--- src/rtl/fnv_pkg.sv ---
// Shared FNV-1a constants, engine state encoding and the single-byte step function.
// Used by fnv1a_step_comb and fnv1a_hasher.
package fnv_pkg;

    localparam logic [31:0] FNV32_OFFSET = 32'h811C9DC5;
    localparam logic [31:0] FNV32_PRIME  = 32'h01000193;

    typedef enum logic [1:0] {
        IDLE  = 2'd0,
        ACCUM = 2'd1,
        DONE  = 2'd2
    } fnv_state_t;

    // The prime is 2^24 + 2^8 + 2^7 + 2^4 + 2^1 + 1, so the multiply becomes a shift-add tree.
    function automatic logic [31:0] fnv1a_step(input logic [31:0] acc, input logic [7:0] data);
        logic [31:0] x;
        x = acc ^ {24'h0, data};
        return x + (x << 24) + (x << 8) + (x << 7) + (x << 4) + (x << 1);
    endfunction

endpackage

--- src/rtl/fnv1a_step_comb.sv ---
// Purely combinational single-byte FNV-1a step.
// Kept as its own module so the arithmetic can be exercised in isolation.
module fnv1a_step_comb
    import fnv_pkg::*;
(
    input  logic [31:0] i_acc,
    input  logic [7:0]  i_data,
    output logic [31:0] o_next
);

    assign o_next = fnv1a_step(i_acc, i_data);

endmodule

--- src/rtl/fnv1a_hasher.sv ---
// 32-bit FNV-1a engine: one byte per cycle in, finished hash held on a valid/ready output.
// Optional per-message byte counter enabled by defining FNV1A_BYTE_COUNT_EN.
module fnv1a_hasher
    import fnv_pkg::*;
#(
    parameter int unsigned COUNT_WIDTH = 16
)(
    input  logic        clk,
    input  logic        reset_n,
    input  logic        in_valid,
    output logic        in_ready,
    input  logic [7:0]  in_data,
    input  logic        in_last,
    input  logic        abort,
    output logic        hash_valid,
    input  logic        hash_ready,
    output logic [31:0] hash
`ifdef FNV1A_BYTE_COUNT_EN
    ,
    output logic [COUNT_WIDTH-1:0] byte_count
`endif
);

    if (COUNT_WIDTH < 1) begin : g_bad_width
        $error("fnv1a_hasher: COUNT_WIDTH must be at least 1");
    end

    fnv_state_t  r_state;
    fnv_state_t  w_state_next;
    logic [31:0] r_acc;
    logic [31:0] r_hash;
    logic [31:0] w_step;
    logic        w_accept;
    logic        w_release;
    logic        w_abort;

    fnv1a_step_comb u_step (
        .i_acc  (r_acc),
        .i_data (in_data),
        .o_next (w_step)
    );

    assign w_accept  = in_valid && in_ready;
    assign w_release = hash_valid && hash_ready;
    // A finished hash is never discarded, so abort only counts outside DONE.
    assign w_abort   = abort && (r_state != DONE);

    // NOTE: sequential state uses non-blocking assignments so every flop samples pre-edge values.
    always_ff @(posedge clk or negedge reset_n) begin
        if (!reset_n) begin
            r_state <= IDLE;
        end else begin
            r_state <= w_state_next;
        end
    end

    // NOTE: default assignment first keeps this block free of inferred latches.
    always_comb begin
        w_state_next = r_state;
        case (r_state)
            IDLE, ACCUM: begin
                if (w_abort) begin
                    w_state_next = IDLE;
                end else if (w_accept) begin
                    w_state_next = in_last ? DONE : ACCUM;
                end
            end
            DONE: begin
                if (w_release) begin
                    w_state_next = IDLE;
                end
            end
            default: w_state_next = IDLE;
        endcase
    end

    always_comb begin
        in_ready   = 1'b1;
        hash_valid = 1'b0;
        case (r_state)
            DONE: begin
                in_ready   = 1'b0;
                hash_valid = 1'b1;
            end
            default: begin
                in_ready   = 1'b1;
                hash_valid = 1'b0;
            end
        endcase
    end

    always_ff @(posedge clk or negedge reset_n) begin
        if (!reset_n) begin
            r_acc  <= FNV32_OFFSET;
            r_hash <= '0;
        end else if (w_abort || w_release) begin
            r_acc  <= FNV32_OFFSET;
        end else if (w_accept) begin
            r_acc <= w_step;
            if (in_last) begin
                r_hash <= w_step;
            end
        end
    end

    assign hash = r_hash;

`ifdef FNV1A_BYTE_COUNT_EN
    logic [COUNT_WIDTH-1:0] r_count;

    // Counter freezes in DONE (no bytes accepted), so it doubles as the latched result.
    always_ff @(posedge clk or negedge reset_n) begin
        if (!reset_n) begin
            r_count <= '0;
        end else if (w_abort || w_release) begin
            r_count <= '0;
        end else if (w_accept && (r_count != '1)) begin
            r_count <= r_count + COUNT_WIDTH'(1);
        end
    end

    assign byte_count = r_count;
`endif

endmodule

--- config.mk ---
export PLATFORM = sky130hd
export DESIGN_NAME = fnv1a_hasher
export DESIGN_NICKNAME = d
export VERILOG_FILES = /design/src/rtl/fnv_pkg.sv /design/src/rtl/fnv1a_step_comb.sv /design/src/rtl/fnv1a_hasher.sv
export SDC_FILE = /design/constraint.sdc
export NUM_CORES = 1
export LEC_CHECK = 0
export ABC_AREA = 0
export CORE_MARGIN = 8
export CORE_UTILIZATION = 55
export DETAILED_ROUTE_END_ITERATION = 6
export PLACE_DENSITY = 0.79
export SYNTH_ARGS = -nofsm -noshare
export SYNTH_HDL_FRONTEND = slang
export SYNTH_SLANG_ARGS = --single-unit
--- constraint.sdc ---
create_clock -name clk -period 4.8 [get_ports clk]
set_input_delay 1.44 -clock clk [delete_from_list [all_inputs] [get_ports clk]]
set_output_delay 1.44 -clock clk [all_outputs]
set_load 0.01 [all_outputs]
# Word-level counts from Yosys, hierarchy flattened
# Index checks and enable logic that the tools add are counted.
[totals] register_bits=66 input_bits=14
[op_classes] n_addsub=5 eq_ne=5 muxes=9 bitwise_logic=2 n_reduce_logical=9
[op_table] operator="adder 32 bit" count=5
[op_table] operator="2-to-1 mux 32 bit" count=2
[op_table] operator="XOR 32 x 8 -> 32 bit" count=1
[op_table] operator="2-to-1 mux 2 bit" count=4
[op_table] operator="inequality test 2 bit (second input constant)" count=2
[op_table] operator="one-hot mux 2 bit (2 select lines)" count=1
[op_table] operator="logical AND 1 bit" count=3
[op_table] operator="inequality test 3 bit (second input constant)" count=1
[op_table] operator="AND reduction 3 bit" count=1
[op_table] operator="== test 2 x 1 -> 1 bit (second input constant)" count=1
[op_table] operator="== test 2 bit (second input constant)" count=1
[op_table] operator="logical NOT 2 bit" count=1
[op_table] operator="2-to-1 mux 1 bit" count=2
[op_table] operator="AND reduction 2 bit" count=1
[op_table] operator="nonzero test 2 bit" count=1
[op_table] operator="OR reduction 2 bit" count=1
[op_table] operator="logical OR 1 bit" count=1
[op_table] operator="inverter 1 bit" count=1

# Logic depth before layout (Yosys ltp)
[depth] ltp_word=8 mapped_depth=18 mapped_depth_nobuf=16

# Modules after synthesis
# A second synthesis with hierarchy kept.
[hier_totals] cells_unflattened=623 hier_area_um2=6677.7
[modules_own_cells] mod="fnv1a_step_comb" n_inst=1 cells_per_inst=473 area_per_inst_um2=4147.7 seq_area_each_um2=0.0
[modules_own_cells] mod="fnv1a_hasher" n_inst=1 cells_per_inst=150 area_per_inst_um2=2529.9 seq_area_each_um2=1669.1

# Least setup slack after synthesis
# OpenSTA, ideal clock, no wires.
[synth_path] kind="input port to flip-flop" startpoint="input in_data[7]" endpoint="register r_hash[30], in the netlist hash[30]" arrival_time_ns=5.514 required_ns=4.672 path_slack_ns=-0.842 stages=17 path_buffers=1 cell_sequence="xnor2_1 inv_1 fa_1 inv_1 fa_1 fa_1 inv_1 ha_1 buf_2 a21oi_1 a21oi_1 a211oi_2 a31oi_2 a41oi_2 o21ai_1 xnor2_1 mux2_1"
[synth_between] elab_chain_cells=6
[synth_rtl] element="start, declared" line_no="fnv1a_hasher.sv:12" text="input logic [7:0] in_data,"
[synth_rtl] element="XOR 32 x 8 -> 32 bit (*)" line_no="fnv_pkg.sv:17" text="x = acc ^ {24'h0, data};"
[synth_rtl] element="adder 32 bit (4 in series)" line_no="fnv_pkg.sv:18" text="return x + (x << 24) + (x << 8) + (x << 7) + (x << 4) + (x << 1);"
[synth_rtl] element="adder 32 bit (*)" line_no="fnv_pkg.sv:18"
[synth_rtl] element="end signal, assigned" line_no="fnv1a_hasher.sv:101" text="r_hash <= w_step;"
[synth_rtl] element="end, declared" line_no="fnv1a_hasher.sv:31" text="logic [31:0] r_hash;"
# Every way passes the cells marked *; elsewhere a longest branch is shown, timed or not.
# A chain may end at the register's enable or synchronous reset.

# Worst setup path in the final report
[layout_path] startpoint="input in_data[3]" endpoint="register r_hash[30], in the netlist hash[30]"
# The elaborated chain is that of the path after synthesis.

==> reports/metrics.cfg <==
[worst_hold_path]
holdPathStages = 1
worstHoldStart = r_state[1]
whs_endpoint = r_state[0]
min_path_type = reg -> reg

[finish]
diodes = 0
final_cells = 1002
register_area_sq_mm = 0.00167
areaGrowthSynthToFinish_pct = 45.9
drive_gt1_share_pct = 38.6
nNetsFinal = 994
fill_cells = 590
multi_input_area_sq_mm = 0.00528

[grt]
overflow = 0
grt_max_degree = 48
track_usage_pct = 29.6
grt_pass1_wl_mm = 36.0
grt_pass1_vias = 6818
antenna_found_initial = 0

[clock_network]
cts_root_buffer = clkbuf_16
cts_tree = done
htreeDepth = 3
clock-sinks = 66
clk_pin_slew_ps = 60
clock_latency_ps = 360
cts_hold_buf = 0
cts_buffer_depth = 2
cts_buffers = 9

[timing]
rsz0062_at_grt = true
fin_ws_ps = -609
max_clock_freq_ghz = 0.185
fin_crit_sh_pct = 113
tightest_slew_ps = 1120
drv_slew = 0
fin_skew_ps = 12.5
hold_viol_final = 0
slew_headroom_pct = 25.4
period_needed_ps = 5410
final-setup-viol-count = 36

[worst_setup_path]
timing.rr.start = r_acc[9]
r2r_setup_slack_ps = 80
cp.arrival_ps = 5640
reg2regPathDepth = 15
r2r_end = hash[30]
path_class = in -> reg
cp-start-kind = input port
cp-end-kind = register
path_max_fanout = 6
required_ps = 5040

[floorplan]
start_util_pct = 55.4
die-width_um = 125
core.rowCount = 40
die_y_um = 125
die-area_sq_mm = 0.0156
io_pins = 48
fp.coreArea_sq_mm = 0.0118

[place]
dp_hpwl_mm = 14.0
portBuffers = 47
place_inst = 941
gp_congestion = 0.974

[outcome]
status = complete, but fails checks
violations = negative setup slack

[yosys]
yosys.area.top_type = fa_1
synth_area_leaders = fa_1, dfrtp_1, ha_1
ys_types = 56
synth.most_common_cell = inv_1
synth_area_sq_mm = 0.00654
synth_commonest_cells = inv_1, fa_1, ha_1
avgSynthCellArea_sq_um = 9.74
netlist.area_leader.share_pct = 20.8
synth_edf_count = 0
syn_inst = 672
yosysSeqAreaShare_pct = 25.5
ys_warn_count = 0
synthArstFlopShare_pct = 100
synth-seq-cells = 66
ys.flop_type = dfrtp_1
syn_nets = 816

[routing]
ant_nets = 0
post_drt_wl_per_cell_um = 26.8
drt_iter0_markers = 728
drt_wl_total_mm = 26.8
viasPerCell = 6.50
dr.pass1.iters = 5
via_count = 6512
drc_errors = 0

[flow_run]
drv_cap = 0

[worst max-delay path by stage]
| stage | from | to | slack, ps | cells past startpoint |
|---|---|---|---|---|
| 2_1_floorplan | in_data[5] | hash[25] | -320 | 17 |
| 3_3_place_gp | in_data[5] | hash[25] | -1080 | 17 |
| 3_5_place_dp | in_data[7] | hash[29] | -1240 | 18 |
| 4_1_cts | in_data[5] | hash[25] | -270 | 18 |
| 5_1_grt | in_data[3] | hash[30] | -700 | 18 |
| 6_report | in_data[3] | hash[30] | -610 | 18 |
[critical path: stages]
cell and delay, ps:
buf_2 140, xnor2_4 260, buf_6 190, xor2_4 100, xnor2_2 380, fa_1 520
fa_1 500, inv_2 110, ha_4 220, a21oi_4 150, o21ai_2 90, a211oi_2 340
a31oi_4 180, a41oi_4 370, buf_6 150, o21ai_2 60, xnor2_1 160, mux2_4 290
[routing by layer]
layer / vias to the layer above / track usage (%) / share of wire, %
li1: 2554 / - / -
met3: 233 / 8.80 / 11
met4: 0 / 20.6 / 9.0
met2: 584 / 50.0 / 47
met5: - / 0 / 0
met1: 3141 / 31.5 / 33
[cell type report]
class / instances / share of cell area, %
clock buffer: 11 / 2.44
clock inverter: 5 / 0.825
inverter: 131 / 5.20
multi-input combinational: 453 / 55.3
sequential: 66 / 17.5
tap: 147 / 1.93
timing repair buffer: 189 / 16.9
[registers in the layout, summed over array words and instances (netlist names)]
register,count
hash,32
r_acc,32
r_state,2
[cell usage in the layout, fill, tap and decap left out, drive strengths merged, types with 3 or more instances in the layout]
cell	n
clkbuf	12
a31oi	3
dfrtp	52
o22a	4
nand2	43
ha	62
xnor2	45
a21oi	34
inv	131
a21o	14
buf	149
dfstp	14
nand3	9
clkdlybuf4s50	38
nor3	4
o21bai	5
o21a	3
mux2	22
and3	3
a22o	10
fa	68
clkinv	3
nand4	6
nor2	34
o21ai	35
xor2	13
a211oi	4
o22ai	5
[through the flow]
stage	util (%)	worst slack, ps	TNS [ps]	cell area, sq um	hold WS (ps)
after floorplan	-	-319	-3520	6790	433
after global placement	68.1	-1080	-33140	8050	453
after detailed placement	68.1	-1240	-39620	8050	468
after CTS	76.9	-268	-3680	9080	475
after global routing	80.8	-698	-15430	9550	486
final	80.8	-609	-11350	9550	466
[timing repair]
item	CTS	global route
resized for setup	119	67
setup buffers	26	20
endpoints found under the setup margin	44	38
pin swaps	66	55
[kinds of logic (layout without fill, tap and decap cells)]
family / count (synthesis) / after routing / synth area share, %
buf+inv: 153 / 336 / 8.95
xor+xnor: 58 / 58 / 7.76
fa+ha+maj: 130 / 130 / 32.7
flops: 66 / 66 / 25.5
compound gates: 133 / 133 / 13.9
simple gates: 108 / 108 / 7.17
mux: 24 / 24 / 4.09
Power is not shown: default switching activity piles up to over one toggle a cycle in this logic, so the estimate is an artifact.
